$ cat src/rtl/aes_pkg.sv
// Shared AES key-schedule definitions: mode encodings, FSM states and
// the small word-level helpers used by the key-expansion step engines.
package aes_pkg;

  typedef enum logic [1:0] {
    AES128 = 2'd0,
    AES192 = 2'd1,
    AES256 = 2'd2
  } aes_mode_e;

  typedef enum logic [1:0] {
    IDLE    = 2'd0,
    ISSUE   = 2'd1,
    CAPTURE = 2'd2,
    FINISH  = 2'd3
  } rk_state_e;

  // Round constant in the most significant byte; out-of-range indices give zero.
  function automatic logic [31:0] rcon(input logic [3:0] idx);
    logic [7:0] b;
    case (idx)
      4'd0:    b = 8'h01;
      4'd1:    b = 8'h02;
      4'd2:    b = 8'h04;
      4'd3:    b = 8'h08;
      4'd4:    b = 8'h10;
      4'd5:    b = 8'h20;
      4'd6:    b = 8'h40;
      4'd7:    b = 8'h80;
      4'd8:    b = 8'h1b;
      4'd9:    b = 8'h36;
      default: b = 8'h00;
    endcase
    return {b, 24'h000000};
  endfunction

  function automatic logic [31:0] rotword(input logic [31:0] w);
    return {w[23:0], w[31:24]};
  endfunction

  // Mode 3 is not a real key length and falls back to AES-128.
  function automatic int nk(input logic [1:0] m);
    case (m)
      AES192:  return 6;
      AES256:  return 8;
      default: return 4;
    endcase
  endfunction

endpackage

$ cat src/rtl/roundkey_gen_multi_if.sv
// Key-window request/response plus the shared S-box access port of one
// key-expansion step engine; slave is the engine, master its surroundings.
interface roundkey_gen_multi_if #(parameter int SBOX_LANES = 1);

  logic [1:0]              mode;
  logic [255:0]            win;
  logic [3:0]              rcon_idx_in;
  logic                    start;
  logic                    busy;
  logic                    done;
  logic [255:0]            wout;
  logic [3:0]              rcon_idx_out;
  logic                    sbox_en;
  logic [8*SBOX_LANES-1:0] sbox_in;
  logic [8*SBOX_LANES-1:0] sbox_out;

  modport master (
    output mode, win, rcon_idx_in, start, sbox_out,
    input  busy, done, wout, rcon_idx_out, sbox_en, sbox_in
  );

  modport slave (
    input  mode, win, rcon_idx_in, start, sbox_out,
    output busy, done, wout, rcon_idx_out, sbox_en, sbox_in
  );

endinterface

$ cat src/rtl/word_chain_xor.sv
// Combinational running XOR: n[0] = w[0] ^ seed, n[k] = w[k] ^ n[k-1].
// Index 0 is the first word of the chain.
module word_chain_xor (
  input  logic [31:0]      seed,
  input  logic [3:0][31:0] w,
  output logic [3:0][31:0] n
);

  logic [31:0] acc;

  always_comb begin
    acc = seed;
    n   = '0;
    for (int k = 0; k < 4; k++) begin
      acc  = acc ^ w[k];
      n[k] = acc;
    end
  end

endmodule

$ cat src/rtl/roundkey_gen_multi.sv
// AES-128/192/256 key-expansion step: next Nk words from the previous Nk, done after
// 2G+1 edges (4G+1 for AES-256), G = 4/SBOX_LANES; new starts ignored while busy.
module roundkey_gen_multi
  import aes_pkg::*;
#(
  parameter int SBOX_LANES = 1
) (
  input  logic                clk,
  input  logic                rst_n,
  roundkey_gen_multi_if.slave bus
);

  localparam int G  = 4 / SBOX_LANES;
  localparam int LW = 8 * SBOX_LANES;

  if (SBOX_LANES != 1 && SBOX_LANES != 2 && SBOX_LANES != 4) begin : g_bad_lanes
    $error("roundkey_gen_multi: SBOX_LANES must be 1, 2 or 4");
  end

  rk_state_e   state;
  logic [1:0]  mode_r;
  logic [3:0]  rcon_r;
  logic [31:0] w_r [8];
  logic [31:0] n_r [8];
  logic [31:0] src;
  logic [31:0] sub;
  logic [1:0]  grp;
  logic        phase_sub;

  logic          busy_r;
  logic          done_r;
  logic [255:0]  wout_r;
  logic [3:0]    rcon_out_r;
  logic          sbox_en_r;
  logic [LW-1:0] sbox_in_r;

  logic [31:0]      sub_nxt;
  logic [31:0]      seed_a;
  logic [31:0]      seed_b;
  logic [3:0][31:0] wa;
  logic [3:0][31:0] wb;
  logic [3:0][31:0] chain_a;
  logic [3:0][31:0] chain_b;

  // Completion decisions use sub with the byte group arriving this cycle merged in.
  always_comb begin
    sub_nxt = sub;
    sub_nxt[31 - LW*int'(grp) -: LW] = bus.sbox_out;
  end

  always_comb begin
    wa = '0;
    wb = '0;
    for (int k = 0; k < 4; k++) begin
      wa[k] = w_r[k];
      wb[k] = w_r[k+4];
    end
    seed_a = sub_nxt ^ rcon(rcon_r);
    // Phase 0 continues the first chain (AES-192 n4/n5); phase 1 starts from SubWord(n3).
    seed_b = phase_sub ? sub_nxt : chain_a[3];
  end

  word_chain_xor u_chain_lo (
    .seed (seed_a),
    .w    (wa),
    .n    (chain_a)
  );

  word_chain_xor u_chain_hi (
    .seed (seed_b),
    .w    (wb),
    .n    (chain_b)
  );

  always_ff @(posedge clk or negedge rst_n) begin
    if (!rst_n) begin
      state      <= IDLE;
      mode_r     <= '0;
      rcon_r     <= '0;
      src        <= '0;
      sub        <= '0;
      grp        <= '0;
      phase_sub  <= 1'b0;
      busy_r     <= 1'b0;
      done_r     <= 1'b0;
      wout_r     <= '0;
      rcon_out_r <= '0;
      sbox_en_r  <= 1'b0;
      sbox_in_r  <= '0;
      for (int k = 0; k < 8; k++) begin
        w_r[k] <= '0;
        n_r[k] <= '0;
      end
    end else begin
      done_r    <= 1'b0;
      sbox_en_r <= 1'b0;
      case (state)
        IDLE: begin
          if (bus.start) begin
            mode_r <= bus.mode;
            rcon_r <= bus.rcon_idx_in;
            for (int k = 0; k < 8; k++) begin
              w_r[k] <= bus.win[255-32*k -: 32];
            end
            src       <= rotword(bus.win[255 - 32*(nk(bus.mode)-1) -: 32]);
            phase_sub <= 1'b0;
            grp       <= '0;
            busy_r    <= 1'b1;
            state     <= ISSUE;
          end
        end

        ISSUE: begin
          sbox_in_r <= src[31 - LW*int'(grp) -: LW];
          sbox_en_r <= 1'b1;
          state     <= CAPTURE;
        end

        CAPTURE: begin
          sub <= sub_nxt;
          if (grp != 2'(G-1)) begin
            grp   <= grp + 2'd1;
            state <= ISSUE;
          end else if (!phase_sub) begin
            for (int k = 0; k < 4; k++) begin
              n_r[k] <= chain_a[k];
            end
            if (nk(mode_r) == 6) begin
              n_r[4] <= chain_b[0];
              n_r[5] <= chain_b[1];
            end
            if (nk(mode_r) == 8) begin
              // Second SubWord of AES-256 works on n3 as-is: no rotation, no Rcon.
              src       <= chain_a[3];
              phase_sub <= 1'b1;
              grp       <= '0;
              state     <= ISSUE;
            end else begin
              state <= FINISH;
            end
          end else begin
            for (int k = 0; k < 4; k++) begin
              n_r[k+4] <= chain_b[k];
            end
            state <= FINISH;
          end
        end

        FINISH: begin
          for (int k = 0; k < 8; k++) begin
            wout_r[255-32*k -: 32] <= (k < nk(mode_r)) ? n_r[k] : 32'h0;
          end
          rcon_out_r <= rcon_r + 4'd1;
          done_r     <= 1'b1;
          busy_r     <= 1'b0;
          state      <= IDLE;
        end

        default: state <= IDLE;
      endcase
    end
  end

  assign bus.busy         = busy_r;
  assign bus.done         = done_r;
  assign bus.wout         = wout_r;
  assign bus.rcon_idx_out = rcon_out_r;
  assign bus.sbox_en      = sbox_en_r;
  assign bus.sbox_in      = sbox_in_r;

endmodule

$ cat src/flat_wrapper.sv
// flat-port wrapper written by rule: the top's interface ports become plain ports
module roundkey_gen_multi_flat import aes_pkg::*;
#(
  parameter int SBOX_LANES = 1
)
  (clk, rst_n, bus_mode, bus_win, bus_rcon_idx_in, bus_start, bus_sbox_out, bus_busy, bus_done, bus_wout, bus_rcon_idx_out, bus_sbox_en, bus_sbox_in);
  roundkey_gen_multi_if #(.SBOX_LANES(SBOX_LANES)) bus_i ();
  input  logic clk;
  input  logic rst_n;
  input wire logic [$bits(bus_i.mode)-1:0] bus_mode;
  input wire logic [$bits(bus_i.win)-1:0] bus_win;
  input wire logic [$bits(bus_i.rcon_idx_in)-1:0] bus_rcon_idx_in;
  input wire logic [$bits(bus_i.start)-1:0] bus_start;
  input wire logic [$bits(bus_i.sbox_out)-1:0] bus_sbox_out;
  output wire logic [$bits(bus_i.busy)-1:0] bus_busy;
  output wire logic [$bits(bus_i.done)-1:0] bus_done;
  output wire logic [$bits(bus_i.wout)-1:0] bus_wout;
  output wire logic [$bits(bus_i.rcon_idx_out)-1:0] bus_rcon_idx_out;
  output wire logic [$bits(bus_i.sbox_en)-1:0] bus_sbox_en;
  output wire logic [$bits(bus_i.sbox_in)-1:0] bus_sbox_in;
  assign bus_i.mode = bus_mode;
  assign bus_i.win = bus_win;
  assign bus_i.rcon_idx_in = bus_rcon_idx_in;
  assign bus_i.start = bus_start;
  assign bus_i.sbox_out = bus_sbox_out;
  assign bus_busy = bus_i.busy;
  assign bus_done = bus_i.done;
  assign bus_wout = bus_i.wout;
  assign bus_rcon_idx_out = bus_i.rcon_idx_out;
  assign bus_sbox_en = bus_i.sbox_en;
  assign bus_sbox_in = bus_i.sbox_in;
  roundkey_gen_multi #(.SBOX_LANES(SBOX_LANES)) u_core (.clk(clk), .rst_n(rst_n), .bus(bus_i));
endmodule
$ cat config.mk
export PLATFORM = sky130hd
export DESIGN_NAME = roundkey_gen_multi_flat
export DESIGN_NICKNAME = d
export VERILOG_FILES = /design/src/rtl/aes_pkg.sv /design/src/rtl/roundkey_gen_multi_if.sv /design/src/rtl/word_chain_xor.sv /design/src/rtl/roundkey_gen_multi.sv /design/src/flat_wrapper.sv
export SDC_FILE = /design/constraint.sdc
export NUM_CORES = 1
export LEC_CHECK = 0
export ABC_AREA = 0
export CORE_UTILIZATION = 40
export CTS_BUF_LIST = sky130_fd_sc_hd__clkbuf_2
export CTS_CLUSTER_DIAMETER = 200
export CTS_CLUSTER_SIZE = 30
export DETAILED_ROUTE_END_ITERATION = 10
export PLACE_DENSITY_LB_ADDON = 0.2
export SYNTH_ARGS = -nofsm -noshare
export SYNTH_HDL_FRONTEND = slang
export SYNTH_SLANG_ARGS = --single-unit
$ cat constraint.sdc
create_clock -name clk -period 3.22 [get_ports clk]
set_input_delay 0.322 -clock clk [delete_from_list [all_inputs] [get_ports clk]]
set_output_delay 0.322 -clock clk [all_outputs]
set_load 0.01 [all_outputs]
==> key figures <==
Yosys
  – Post-synthesis cell type count: 47
  – FF+latch count, synth: 858
  – Sequential area share after synthesis: 55.76%
  – Synth area leader: dfrtp_1
  – Synthesized net count: between 3000 and 4000
  – Largest cells by area after synthesis: dfrtp_1 56%, mux2_2 7.8%, nand2_1 6.0%
  – EDFF count, synth: 0
  – Post-synth top area share: 55.76%
  – Syn Area/Cell: 11.92 um^2
  – Share of flip-flops with an asynchronous set or reset: 100.0%
  – Cell Area, Synth: 0.03850 mm^2
  – Top-count cell post-synth: dfrtp_1
  – Gate Count Post-Synth: 3231
  – Commonest cells in the synthesized netlist: 858 x dfrtp_1, 620 x nand2_1, 327 x o21ai_0
  – Ys flop type: dfrtp_1
  – Synth warn: 0

STA
  – Setup ws final: 0.2854 ns
  – RSZ-0062 raised after global routing: false
  – Worst Skew: 0.1568 ns
  – Fmax: 340.8 MHz
  – Final hold vios: 0
  – Setup TNS: 0 ns
  – Slew HR: between 40 and 50%
  – Slew at the pin closest to its max-slew limit: 0.8520 ns
  – Final slew viol count: 0
  – Fin crit period: about 3 ns
  – Crit share post-route: 91.14%
  – Final setup viols: 0

Setup path
  – Crit path launch type: register
  – Critical path class: reg -> reg
  – CP cell instances: buf_4 > ha_1 > buf_4 > nor2b_1 > a31oi_4 > xnor2_1 > xnor3_1 > xor3_1 > o21ai_0
  – Crit Path Max Fanout: 21
  – Most used cell, CP: buf_4
  – Crit end category: register
  – Worst EP required: 4.41 ns
  – Worst Setup SP: u_core.grp[1]
  – Top delay family on crit path: XOR/XNOR gates
  – Worst EP arrival: 4.13 ns
  – Critical path's slowest cell: dfrtp_1
  – Worst Path Buf+Inv: 2
  – Crit-path max cell delay: 0.49 ns
  – Critical R2R Launch: u_core.grp[1]

Power
  – Cell Int Power: 0.03244 W
  – Combinational power share: 59.9%
  – Cell Pwr Density: 1164 mW/mm^2
  – Clock Power Share: between 6 and 7%
  – Sw Share: 43.09%
  – Final Total Pwr: 0.05700 W
  – Lkg Pwr: approximately 21 nW
  – Maximum VDD drop: 0.5543 mV
  – P_sw: between 0.02 and 0.025 W
  – Reg power frac: 33.8%

Drt
  – DRT Pass-1 Iters: 6
  – Drt initial violations: 2132
  – Via density: 5.144
  – Remaining antenna violation count after routing: 0
  – Wire per inst: 24.42 um
  – Routed vias: 27077
  – DRC Markers: 0
  – Drt total wl: 128500 um

Layout
  – # fillers: 8524
  – Finished Layout Cells: 5264
  – Share of layout cells above drive strength 1: 12.34%
  – Design Area, Final: 0.04898 mm^2
  – Layout area overhead: 27.22%
  – Final net count: 4272

Clock tree
  – CTS tree: built
  – Clock slew at reported path FFs: between 0.5 and 0.6 ns
  – CTS sink cnt: between 800 and 900
  – Number of buffers inserted during clock tree synthesis: 34
  – Clk Latency, worst-skew pair: 1.29 ns
  – Post-CTS setup buffer count: 0
  – CTS H-tree depth: 2
  – Post_cts resized: 0
  – CTS Buffer Depth: 3
  – Post-CTS Hold Fix Bufs: 290
  – Root Buffer: clkbuf_2

Hold path
  – Hold WC Path Type: in -> reg
  – Hold path startpoint: bus_win[117]

Place
  – Gpl congestion: about 0.9
  – Port Buffers: 543
  – Worst slack, placed: 0.3422 ns
  – HPWL Detailed: 94660 um
  – Placed Area: 0.04583 mm^2
  – Inst Count DP: 4923

Floorplanning
  – Core area: 0.09515 mm^2
  – Die ar.: 0.09750 mm^2
  – Starting Density: 40.46%
  – Num rows: 113
  – Chip width: 312.3 um
  – Chip height: approximately 310 um
  – # IOs: approximately 540

Job
  – Max capacitance violation total: 0

GRT
  – First-pass GRT wire length: 188500 um
  – Vias in the first global route: 27664
  – Total grt overflow: 0
  – GRT Util Overall: 26.24%
  – Initial antenna violation count: 21
  – Largest net degree at the start of global routing: 199

Run status
  – Status: completed
[final timing paths]
check                                  endpoint  cells past startpoint  slack (ns)
min in group asynchronous       u_core.w_r[108]                      5        0.61
hold reg to reg            u_core.bus.wout[168]                      1        0.50
max in group asynchronous  u_core.bus.wout[176]                      6        1.59
setup reg to reg                  u_core.n_r[1]                      9        0.29
setup / recovery                  u_core.n_r[1]                      9        0.29
hold / removal                  u_core.w_r[117]                      3        0.12
[flip-flops by register name (all words and copies together), names as in the netlist]
register and count:
u_core.bus.busy 1, u_core.bus.done 1, u_core.bus.rcon_idx_out 4, u_core.bus.sbox_en 1, u_core.bus.sbox_in 8, u_core.bus.wout 256, u_core.grp 2, u_core.mode_r 2
u_core.n_r 256, u_core.phase_sub 1, u_core.rcon_r 4, u_core.src 32, u_core.state 2, u_core.sub 32, u_core.w_r 256
[cells by family (layout without fill, tap and decap cells)]
kind of cell	after synthesis	in the layout	share of synthesized area, %
AOI/OAI and AO/OA	587	587	10.37
and+or+nand+nor	846	846	9.141
other	0	12	0
DFF	858	858	55.76
muxes	310	310	10.23
xor gates and xnor gates	398	398	11.75
adders and majority gates	15	15	0.4874
buffers and inverters	217	973	2.262
[per-layer routing]
layer	GRT usage (%)	share of wire (%)	vias to the layer above
met5	0	0.11	-
li1	-	-	12413
met1	34.31	42	13832
met3	4.307	5.2	128
met4	6.250	2.6	22
met2	45.42	50	682
[area by class of cell]
type	count	area, um^2	area share, %
multi-input combinational	2156	16260	33.20
clock inverter	1	16.27	0.03321
timing repair buffer	917	9366	19.12
inverter	17	63.81	0.1303
tap	1265	1583	3.231
clock buffer	38	190.2	0.3883
sequential	858	21470	43.84
antenna	12	30.03	0.06131
[cells in the final DEF, fill, tap and decap left out, drive strengths merged, types with 2 or more instances in the layout]
master,count
clkdlybuf4s50,542
buf,86
ha,15
xor3,27
mux2,268
dlygate4sd3,289
a21oi,52
xnor3,40
o211ai,2
and2,3
nand2,620
or4,4
or3,2
a211oi,2
a31oi,35
o21ai,330
o311a,2
nor2,87
mux2i,2
nand2b,69
o221ai,4
a2bb2oi,2
dfrtp,858
a22o,128
nor2b,38
xnor2,244
diode,12
mux4,40
clkbuf,38
inv,17
a22oi,24
o22a,2
nand3,17
nand4,3
xor2,87
[through the flow]
| step | utilization (%) | hold WS, ns |
|---|---|---|
| 2_1_floorplan | - | 0.02641 |
| 3_3_place_gp | 48.16 | 0.3790 |
| 3_5_place_dp | 48.16 | 0.3788 |
| 4_1_cts | 51.45 | 0.0001747 |
| 5_1_grt | 51.46 | 0.04855 |
| 6_report | 51.48 | 0.1221 |
[power by group through the flow]
stage / Sequential, W / Clock (W) / Combinational, W
detailed placement: 0.0195 / 0 / 0.0343
global route: 0.0198 / 0.00403 / 0.0366
finish: 0.0193 / 0.00359 / 0.0342
global placement: 0.0194 / 0 / 0.0339
floorplan: 0.0190 / 0 / 0.0212
CTS: 0.0193 / 0.00379 / 0.0347
[worst register-to-register path, cell delays in order (launching register included)]
cell and delay (ns):
dfrtp_1 0.49, buf_4 0.26, ha_1 0.19, buf_4 0.32, nor2b_1 0.14, a31oi_4 0.41, xnor2_1 0.19, xnor3_1 0.42
xor3_1 0.27, o21ai_0 0.15
Power figures use the tool's default switching activity.
